**src/rtl/reduce_xor_sequencer_if.sv**
```systemverilog
// Stream bundle for the share recombiner: share beats in, recombined value out.
// Clock and reset stay outside the bundle as plain ports.
interface reduce_xor_sequencer_if #(
   parameter int LANES         = 2,
   parameter int ELEMENT_WIDTH = 8
);
   logic                             in_valid;
   logic                             out_ready;
   logic [LANES*ELEMENT_WIDTH-1:0]   in_shares;
   logic                             in_clear;
   logic                             out_valid;
   logic                             in_out_ready;
   logic [ELEMENT_WIDTH-1:0]         out_xor;
   logic                             out_busy;

   modport slave (
      input  in_valid, in_shares, in_clear, in_out_ready,
      output out_ready, out_valid, out_xor, out_busy
   );

   modport master (
      output in_valid, in_shares, in_clear, in_out_ready,
      input  out_ready, out_valid, out_xor, out_busy
   );
endinterface

```
**src/rtl/reduce_xor_sequencer.sv**
```systemverilog
// Recombines NUM_SHARES Boolean shares arriving LANES per beat; result is registered 1 cycle after the last beat.
// Backpressure: a pending unconsumed result drops out_ready and freezes the accumulation.
module reduce_xor_sequencer_fold #(
   parameter int LANES         = 2,
   parameter int ELEMENT_WIDTH = 8
) (
   input  logic [LANES*ELEMENT_WIDTH-1:0] lanes_i,
   output logic [ELEMENT_WIDTH-1:0]       xor_o
);
   always_comb begin
      xor_o = '0;
      for (int j = 0; j < LANES; j++) begin
         xor_o = xor_o ^ lanes_i[j*ELEMENT_WIDTH +: ELEMENT_WIDTH];
      end
   end
endmodule

module reduce_xor_sequencer #(
   parameter int NUM_SHARES    = 5,
   parameter int ELEMENT_WIDTH = 8,
   parameter int LANES         = 2
) (
   input  logic                  in_clock,
   input  logic                  in_reset_n,
   reduce_xor_sequencer_if.slave s_if
);
   localparam int NUM_BEATS  = (NUM_SHARES + LANES - 1) / LANES;
   localparam int LAST_LANES = NUM_SHARES - (NUM_BEATS - 1) * LANES;
   localparam int CNT_W      = (NUM_BEATS > 1) ? $clog2(NUM_BEATS) : 1;
   localparam logic [CNT_W-1:0] LAST_CNT = CNT_W'(NUM_BEATS - 1);

   logic [CNT_W-1:0]               cnt_q, cnt_d;
   logic [ELEMENT_WIDTH-1:0]       acc_q, acc_d;
   logic                           out_valid_q, out_valid_d;
   logic [ELEMENT_WIDTH-1:0]       out_xor_q, out_xor_d;

   logic                           last_beat;
   logic                           accept;
   logic                           consume;
   logic                           ready;
   logic [LANES*ELEMENT_WIDTH-1:0] masked_shares;
   logic [ELEMENT_WIDTH-1:0]       beat_xor;
   logic [ELEMENT_WIDTH-1:0]       acc_base;

   assign last_beat = (cnt_q == LAST_CNT);
   assign ready     = !out_valid_q || s_if.in_out_ready;
   assign accept    = s_if.in_valid && ready && !s_if.in_clear;
   assign consume   = out_valid_q && s_if.in_out_ready;
   assign acc_base  = (cnt_q == '0) ? '0 : acc_q;

   // Unused lanes of the final beat are zeroed before the fold so they cannot leak in.
   always_comb begin
      masked_shares = '0;
      for (int j = 0; j < LANES; j++) begin
         if (!last_beat || (j < LAST_LANES)) begin
            masked_shares[j*ELEMENT_WIDTH +: ELEMENT_WIDTH] =
               s_if.in_shares[j*ELEMENT_WIDTH +: ELEMENT_WIDTH];
         end
      end
   end

   reduce_xor_sequencer_fold #(
      .LANES         (LANES),
      .ELEMENT_WIDTH (ELEMENT_WIDTH)
   ) u_fold (
      .lanes_i (masked_shares),
      .xor_o   (beat_xor)
   );

   always_comb begin
      cnt_d       = cnt_q;
      acc_d       = acc_q;
      out_valid_d = out_valid_q;
      out_xor_d   = out_xor_q;
      if (consume) begin
         out_valid_d = 1'b0;
      end
      // Clear only aborts the partial value; a pending result is left alone.
      if (s_if.in_clear) begin
         cnt_d = '0;
         acc_d = '0;
      end else if (accept) begin
         if (last_beat) begin
            out_xor_d   = acc_base ^ beat_xor;
            out_valid_d = 1'b1;
            cnt_d       = '0;
            acc_d       = '0;
         end else begin
            acc_d = acc_base ^ beat_xor;
            cnt_d = cnt_q + 1'b1;
         end
      end
   end

   always_ff @(posedge in_clock or negedge in_reset_n) begin
      if (!in_reset_n) begin
         cnt_q       <= '0;
         acc_q       <= '0;
         out_valid_q <= 1'b0;
         out_xor_q   <= '0;
      end else begin
         cnt_q       <= cnt_d;
         acc_q       <= acc_d;
         out_valid_q <= out_valid_d;
         out_xor_q   <= out_xor_d;
      end
   end

   assign s_if.out_ready = ready;
   assign s_if.out_valid = out_valid_q;
   assign s_if.out_xor   = out_xor_q;
   assign s_if.out_busy  = (cnt_q != '0);
endmodule

```
**src/flat_wrapper.sv**
```systemverilog
// flat-port wrapper written by rule: the top's interface ports become plain ports
module reduce_xor_sequencer_flat 
#(
   parameter int NUM_SHARES    = 5,
   parameter int ELEMENT_WIDTH = 8,
   parameter int LANES         = 2
)
  (in_clock, in_reset_n, s_if_in_valid, s_if_in_shares, s_if_in_clear, s_if_in_out_ready, s_if_out_ready, s_if_out_valid, s_if_out_xor, s_if_out_busy);
  reduce_xor_sequencer_if #(.LANES(LANES), .ELEMENT_WIDTH(ELEMENT_WIDTH)) s_if_i ();
  input  logic in_clock;
  input  logic in_reset_n;
  input wire logic [$bits(s_if_i.in_valid)-1:0] s_if_in_valid;
  input wire logic [$bits(s_if_i.in_shares)-1:0] s_if_in_shares;
  input wire logic [$bits(s_if_i.in_clear)-1:0] s_if_in_clear;
  input wire logic [$bits(s_if_i.in_out_ready)-1:0] s_if_in_out_ready;
  output wire logic [$bits(s_if_i.out_ready)-1:0] s_if_out_ready;
  output wire logic [$bits(s_if_i.out_valid)-1:0] s_if_out_valid;
  output wire logic [$bits(s_if_i.out_xor)-1:0] s_if_out_xor;
  output wire logic [$bits(s_if_i.out_busy)-1:0] s_if_out_busy;
  assign s_if_i.in_valid = s_if_in_valid;
  assign s_if_i.in_shares = s_if_in_shares;
  assign s_if_i.in_clear = s_if_in_clear;
  assign s_if_i.in_out_ready = s_if_in_out_ready;
  assign s_if_out_ready = s_if_i.out_ready;
  assign s_if_out_valid = s_if_i.out_valid;
  assign s_if_out_xor = s_if_i.out_xor;
  assign s_if_out_busy = s_if_i.out_busy;
  reduce_xor_sequencer #(.NUM_SHARES(NUM_SHARES), .ELEMENT_WIDTH(ELEMENT_WIDTH), .LANES(LANES)) u_core (.in_clock(in_clock), .in_reset_n(in_reset_n), .s_if(s_if_i));
endmodule
```
**config.mk**
```make
export PLATFORM = sky130hd
export DESIGN_NAME = reduce_xor_sequencer_flat
export DESIGN_NICKNAME = d
export VERILOG_FILES = /design/src/rtl/reduce_xor_sequencer_if.sv /design/src/rtl/reduce_xor_sequencer.sv /design/src/flat_wrapper.sv
export SDC_FILE = /design/constraint.sdc
export NUM_CORES = 1
export LEC_CHECK = 0
export BUFFER_PORTS_ARGS = -buffer_cell sky130_fd_sc_hd__buf_4
export CORE_MARGIN = 2
export CORE_UTILIZATION = 34
export CTS_BUF_LIST = sky130_fd_sc_hd__clkbuf_2
export CTS_CLUSTER_DIAMETER = 40
export DETAILED_ROUTE_END_ITERATION = 8
export HOLD_SLACK_MARGIN = 0.1
export PLACE_DENSITY = 0.56
export SLEW_MARGIN = 20
export SYNTH_ARGS = -nofsm -noshare
export SYNTH_HDL_FRONTEND = slang
export SYNTH_SLANG_ARGS = --single-unit
```
**constraint.sdc**
```tcl
create_clock -name in_clock -period 2.3 [get_ports in_clock]
set_input_delay 0.115 -clock in_clock [delete_from_list [all_inputs] [get_ports in_clock]]
set_output_delay 0.115 -clock in_clock [all_outputs]
set_load 0.1 [all_outputs]
```
Word level (Yosys, flattened, before mapping)

Cells that the tools add are included.
Widths: inputs -> output; s select.

Reduce and logical (&&, ||, !) cells: 10
Add/subtract/negate cells: 1
Equal/unequal tests: 1
Muxes and demuxes: 12
Bitwise operators: 3

Operators with widths:

| cell                | number |
|---|---|
| $mux 8              | 5 |
| $xor 8x8->8         | 2 |
| $mux 2              | 3 |
| $mux 1              | 4 |
| $reduce_bool 2->1   | 2 |
| $logic_and 1x1->1   | 3 |
| $reduce_and 3->1    | 1 |
| $add 2x1->2 const B | 1 |
| $eq 2x2->1 const B  | 1 |
| $logic_not 1->1     | 2 |
| $logic_not 2->1     | 1 |
| $logic_or 1x1->1    | 1 |
| $not 1->1           | 1 |

Input bits: 21
Register bits after elaboration: 19
Logic and storage cells: 31
Output and inout bits: 11

Depth between registers and ports, before layout

Depth after elaboration: 7
Gate-level depth with buffers: 6
Gate-level depth less buffers: 5

Modules after synthesis

Synthesis repeated with hierarchy kept, for this count alone.

Cell total of the unflattened synthesis: 138
Area, all modules: 1303.8 um2

Modules (own cells, without submodules):

| module                    | cells each | seq. area each (um2) | area each (um2) | times used |
|---|---|---|---|---|
| reduce_xor_sequencer      | 130        | 475.5                | 1233.7          | 1 |
| reduce_xor_sequencer_fold | 8          | 0.0                  | 70.1            | 1 |

Worst setup path before layout

Ideal clock, no wire load.

Path type: register to register
Start point: register u_core.out_valid_q, in the netlist u_core.s_if.out_valid
End point: register u_core.out_xor_q[5], in the netlist u_core.s_if.out_xor[5]
Path slack: -0.043 ns
Path buffers: 1
Data required time: 2.222 ns
Clock period less this slack: 2.343 ns
Arrival time: 2.265 ns
Cell stages (with the launch flop): 7
Library setup time: 0.078 ns
Path through: dfrtp_1 -> nand2b_2 -> nand2_1 -> nor3_4 -> buf_6 -> nor2_1 -> a21oi_1

Cells in the longest elaborated chain, start to end: 5

RTL lines:

| element                           | line                        | text |
|---|---|---|
| start: declaration                | reduce_xor_sequencer.sv:34  | `logic out_valid_q, out_valid_d;` |
| start signal: assignment          | reduce_xor_sequencer.sv:104 | `out_valid_q <= out_valid_d;` |
| $logic_not 1->1                   | reduce_xor_sequencer.sv:46  | `assign ready = !out_valid_q \|\| s_if.in_out_ready;` |
| $logic_or 1x1->1                  | reduce_xor_sequencer.sv:46  |  |
| via s_if_out_ready                | flat_wrapper.sv:16          | `output wire logic [$bits(s_if_i.out_ready)-1:0] s_if_out_ready;` |
| $logic_and 1x1->1 (2 in a row)    | reduce_xor_sequencer.sv:47  | `assign accept = s_if.in_valid && ready && !s_if.in_clear;` |
| $reduce_and 3->1 (no source line) | n/a                         |  |
| end signal: assignment            | reduce_xor_sequencer.sv:105 | `out_xor_q <= out_xor_d;` |
| end: declaration                  | reduce_xor_sequencer.sv:35  | `logic [ELEMENT_WIDTH-1:0] out_xor_q, out_xor_d;` |

The timed path passes the listed nets, and every way through them passes these cells.
A chain may end at the register's enable or synchronous reset.

Worst setup path in the final report

Start point: register u_core.cnt_q[0]
End point: register u_core.out_xor_q[2], in the netlist u_core.s_if.out_xor[2]

Cells in the longest elaborated chain, start to end: 4
Elaborated cells on any way between the ends: 7
Those cells by class: eq/ne: 1; mux: 2; bitwise: 2; reduce/logical: 2

RTL lines:

| element                  | line                        | text |
|---|---|---|
| start: declaration       | reduce_xor_sequencer.sv:32  | `logic [CNT_W-1:0] cnt_q, cnt_d;` |
| start signal: assignment | reduce_xor_sequencer.sv:102 | `cnt_q <= cnt_d;` |
| $eq 2x2->1               | reduce_xor_sequencer.sv:45  | `assign last_beat = (cnt_q == LAST_CNT);` |
| $mux 8                   | reduce_xor_sequencer.sv:55  | `if (!last_beat \|\| (j < LAST_LANES)) begin` |
| $xor 8x8->8              | reduce_xor_sequencer.sv:13  | `xor_o = xor_o ^ lanes_i[j*ELEMENT_WIDTH +: ELEMENT_WIDTH];` |
| $xor 8x8->8              | reduce_xor_sequencer.sv:84  | `out_xor_d = acc_base ^ beat_xor;` |

Several ways; a longest one is shown, not always the timed one.

==> flow_summary.toml <==
[timing]
min_period_ns = 1.74
final_max_slew_viols = 0
slew_headroom_pct = 57.4
setup-violations-final = 0
fin_setup_tns_ns = 0
max_freq_mhz = 573
timing.clock.skew_ns = 0.000641
rsz0062_at_grt = "false"
hold_viol = 0
finalCritPeriodShare_pct = 75.8
tightestPinTransition_ns = 0.639

[pwr]
irDropWorstVdd_v = 0.000823
clock_power_share_pct = 11.0
internal_power_mw = 0.620
leakage_nw = 0.596
post-layout-total-power_mw = 1.31
p_seq_share_pct = 34.3
power_density_nw_per_um2 = 966
comb_power_share_pct = 54.7
netSwitchingFraction_pct = 52.5
power_switching_mw = 0.686

[clock_tree]
cts.path.max_buffers = 2
ctsHtreeMaxLevel = 1
clkTransAtPathRegs_ns = 0.17
cts-root-buf = "clkbuf_2"
count_of_clock_tree_sinks = 19
cts_tree = "done"
cts-buffers-inserted = 3
clk-insertion-delay-late_ns = 0.30

[detailed_routing]
vias_per_std_cell = 5.01
routed_wire_length_per_instance_um = 13.3
wirelength_routed_um = 2320
drt.antenna.violating_nets = 0
drt_drc_violations_left = 3
first_iter_violations = 23
detail_route.first_pass.iterations = 6
vias = 876

[yosys]
ys.warnings.count = 0
synth_top_area_share_pct = 46.5
number_of_synthesized_flops_with_an_enable_pin = 0
yosysSeqAreaShare_pct = 46.5
async_flop_share_pct = 100
synth_ff_type = "dfrtp_1"
syn-cell-area_um2 = 1020
synthesis.area_per_instance_um2 = 9.74
number_of_distinct_library_cell_variants_in_the_gate_level_netlist_after_synthesis = 21
mappedNetlistNets = 126
number_of_register_bits_inferred_by_synthesis = 19
synthDominantAreaCellType = "dfrtp_1"
synth_top_cells_by_count = "19 x dfrtp_1, 19 x nor2_1, 16 x a21oi_1"
netlist_top_cells_area = "dfrtp_1 47%, a311oi_2 10%, a21oi_1 7.8%"
netlist_instances = 105

[floorplan]
top_level_ports = 32
initial_core_util_pct = 36.4
die_h_um = 58.8
dieArea_um2 = 3460
core_um2 = 2810
cell_row_count = 19
die_width_um = 58.8

[grt]
number_of_global_route_vias_before_repair = 793
grt_pass1_wl_um = 3770
groute.usage.overall_pct = 14.5
largest_net_degree_at_the_start_of_global_routing = 20
gr-total-overflow = 0
antenna_found_initial = 0

[critical_path]
timing.critical_path.fanout_max = 9
startpoint_type = "register"
timing.critical_path.arrival_ns = 1.92
critPathKind = "register to register"
worstPathRequired_ns = 2.48
critical_path.endpoint_type = "register"

[layout]
antenna-diode-count = 0
multi_input_comb_area_um2 = 504
n_fill_cell = 289
area.growth.synth_to_final_pct = 32.3
finalNetCount = 166
final_area_um2 = 1350
seq_area_um2 = 475
drive_gt1_share_pct = 32.6

[placed_design]
hpwl_dp_um = 1690
dpl_cell_area_um2 = 1260
io_buffers = 31
gp_routability_congestion = 0.761

[worst_hold_path]
worst_hold_path_type = "primary input to register"

[run_status]
failed_checks = "design-rule violations"
run_status = "complete, but fails checks"

[run]
drv_cap = 0
==> per-stage QoR <==
step | hold WS, ns | worst slack (ns) | util [%] | instances
global route | 0.114 | 0.420 | 48.2 | 175
finish | 0.121 | 0.556 | 48.2 | 175
floorplan | -0.181 | 0.154 | - | 105
detailed placement | 0.00741 | 0.576 | 45.0 | 164
CTS | 0.101 | 0.546 | 47.9 | 174
global placement | 0.00656 | 0.611 | 45.0 | 164
==> area by class of cell <==
type	count	area share, %
multi-input combinational	81	37.3
sequential	19	35.2
timing repair buffer	39	22.9
tap	31	2.87
clock buffer	4	1.48
inverter	1	0.278
==> critical path, cell delays in order (launching register included) <==
cell and delay (ns):
dfrtp_1 0.47, nand2b_1 0.41, a21oi_1 0.14, a311oi_2 0.28, xnor2_1 0.21, a21oi_1 0.11
==> registers in the layout, indices dropped and copies added, names as in the netlist <==
| name | flops |
|---|---|
| u_core.s_if.out_valid | 1 |
| u_core.acc_q | 8 |
| u_core.cnt_q | 2 |
| u_core.s_if.out_xor | 8 |
==> final timing paths <==
check | slack [ns] | depth (start not counted) | start | end
setup reg to reg | 0.56 | 5 | u_core.cnt_q[0] | u_core.s_if.out_xor[2]
min in group asynchronous | 0.20 | 2 | in_reset_n | u_core.s_if.out_xor[7]
setup / recovery | 0.56 | 5 | u_core.cnt_q[0] | u_core.s_if.out_xor[2]
max in group asynchronous | 1.90 | 2 | in_reset_n | u_core.acc_q[2]
hold / removal | 0.12 | 3 | s_if_in_shares[5] | u_core.s_if.out_xor[5]
hold reg to reg | 0.56 | 2 | u_core.acc_q[3] | u_core.acc_q[3]
==> power groups by stage <==
stage          sequential, mW  combinational [mW]  clock (mW)
2_1_floorplan           0.837               0.162           0
5_1_grt                 0.458               0.749       0.170
3_5_place_dp            0.453               0.711           0
3_3_place_gp            0.454               0.705           0
4_1_cts                 0.448               0.719       0.154
6_report                0.448               0.715       0.144
==> repair_timing <==
action	in CTS	in global routing
buffers inserted	0	0
gates resized for setup	0	0
hold buffers	6	1
hold endpoints to repair	26	1
==> placed cells by master, fill, tap and decap left out, types with 2 or more instances in the layout <==
cell type,count
xnor2_1,8
nand2_1,12
o21ai_1,7
dlygate4sd3_1,7
a21oi_1,16
a21oi_2,2
o21ai_0,2
buf_4,32
nor2_1,19
dfrtp_1,19
clkbuf_2,4
a311oi_2,7
==> per-layer routing <==
layer	up-vias	GRT usage (%)	routed length, µm	share of wire, %
li1	444	-	-	-
met1	414	21.6	1110	48
met2	16	20.6	1090	47
met3	2	3.96	87	3.8
met4	0	3.90	29	1.3
met5	-	0	0	0
==> cell families after synthesis <==
logic type / synth area share (%)
AOI/OAI and AO/OA: 25.0
xor gates and xnor gates: 6.85
buffers and inverters: 4.65
DFF: 46.5
and+or+nand+nor: 17.0
(Power assumes the default switching activity.)
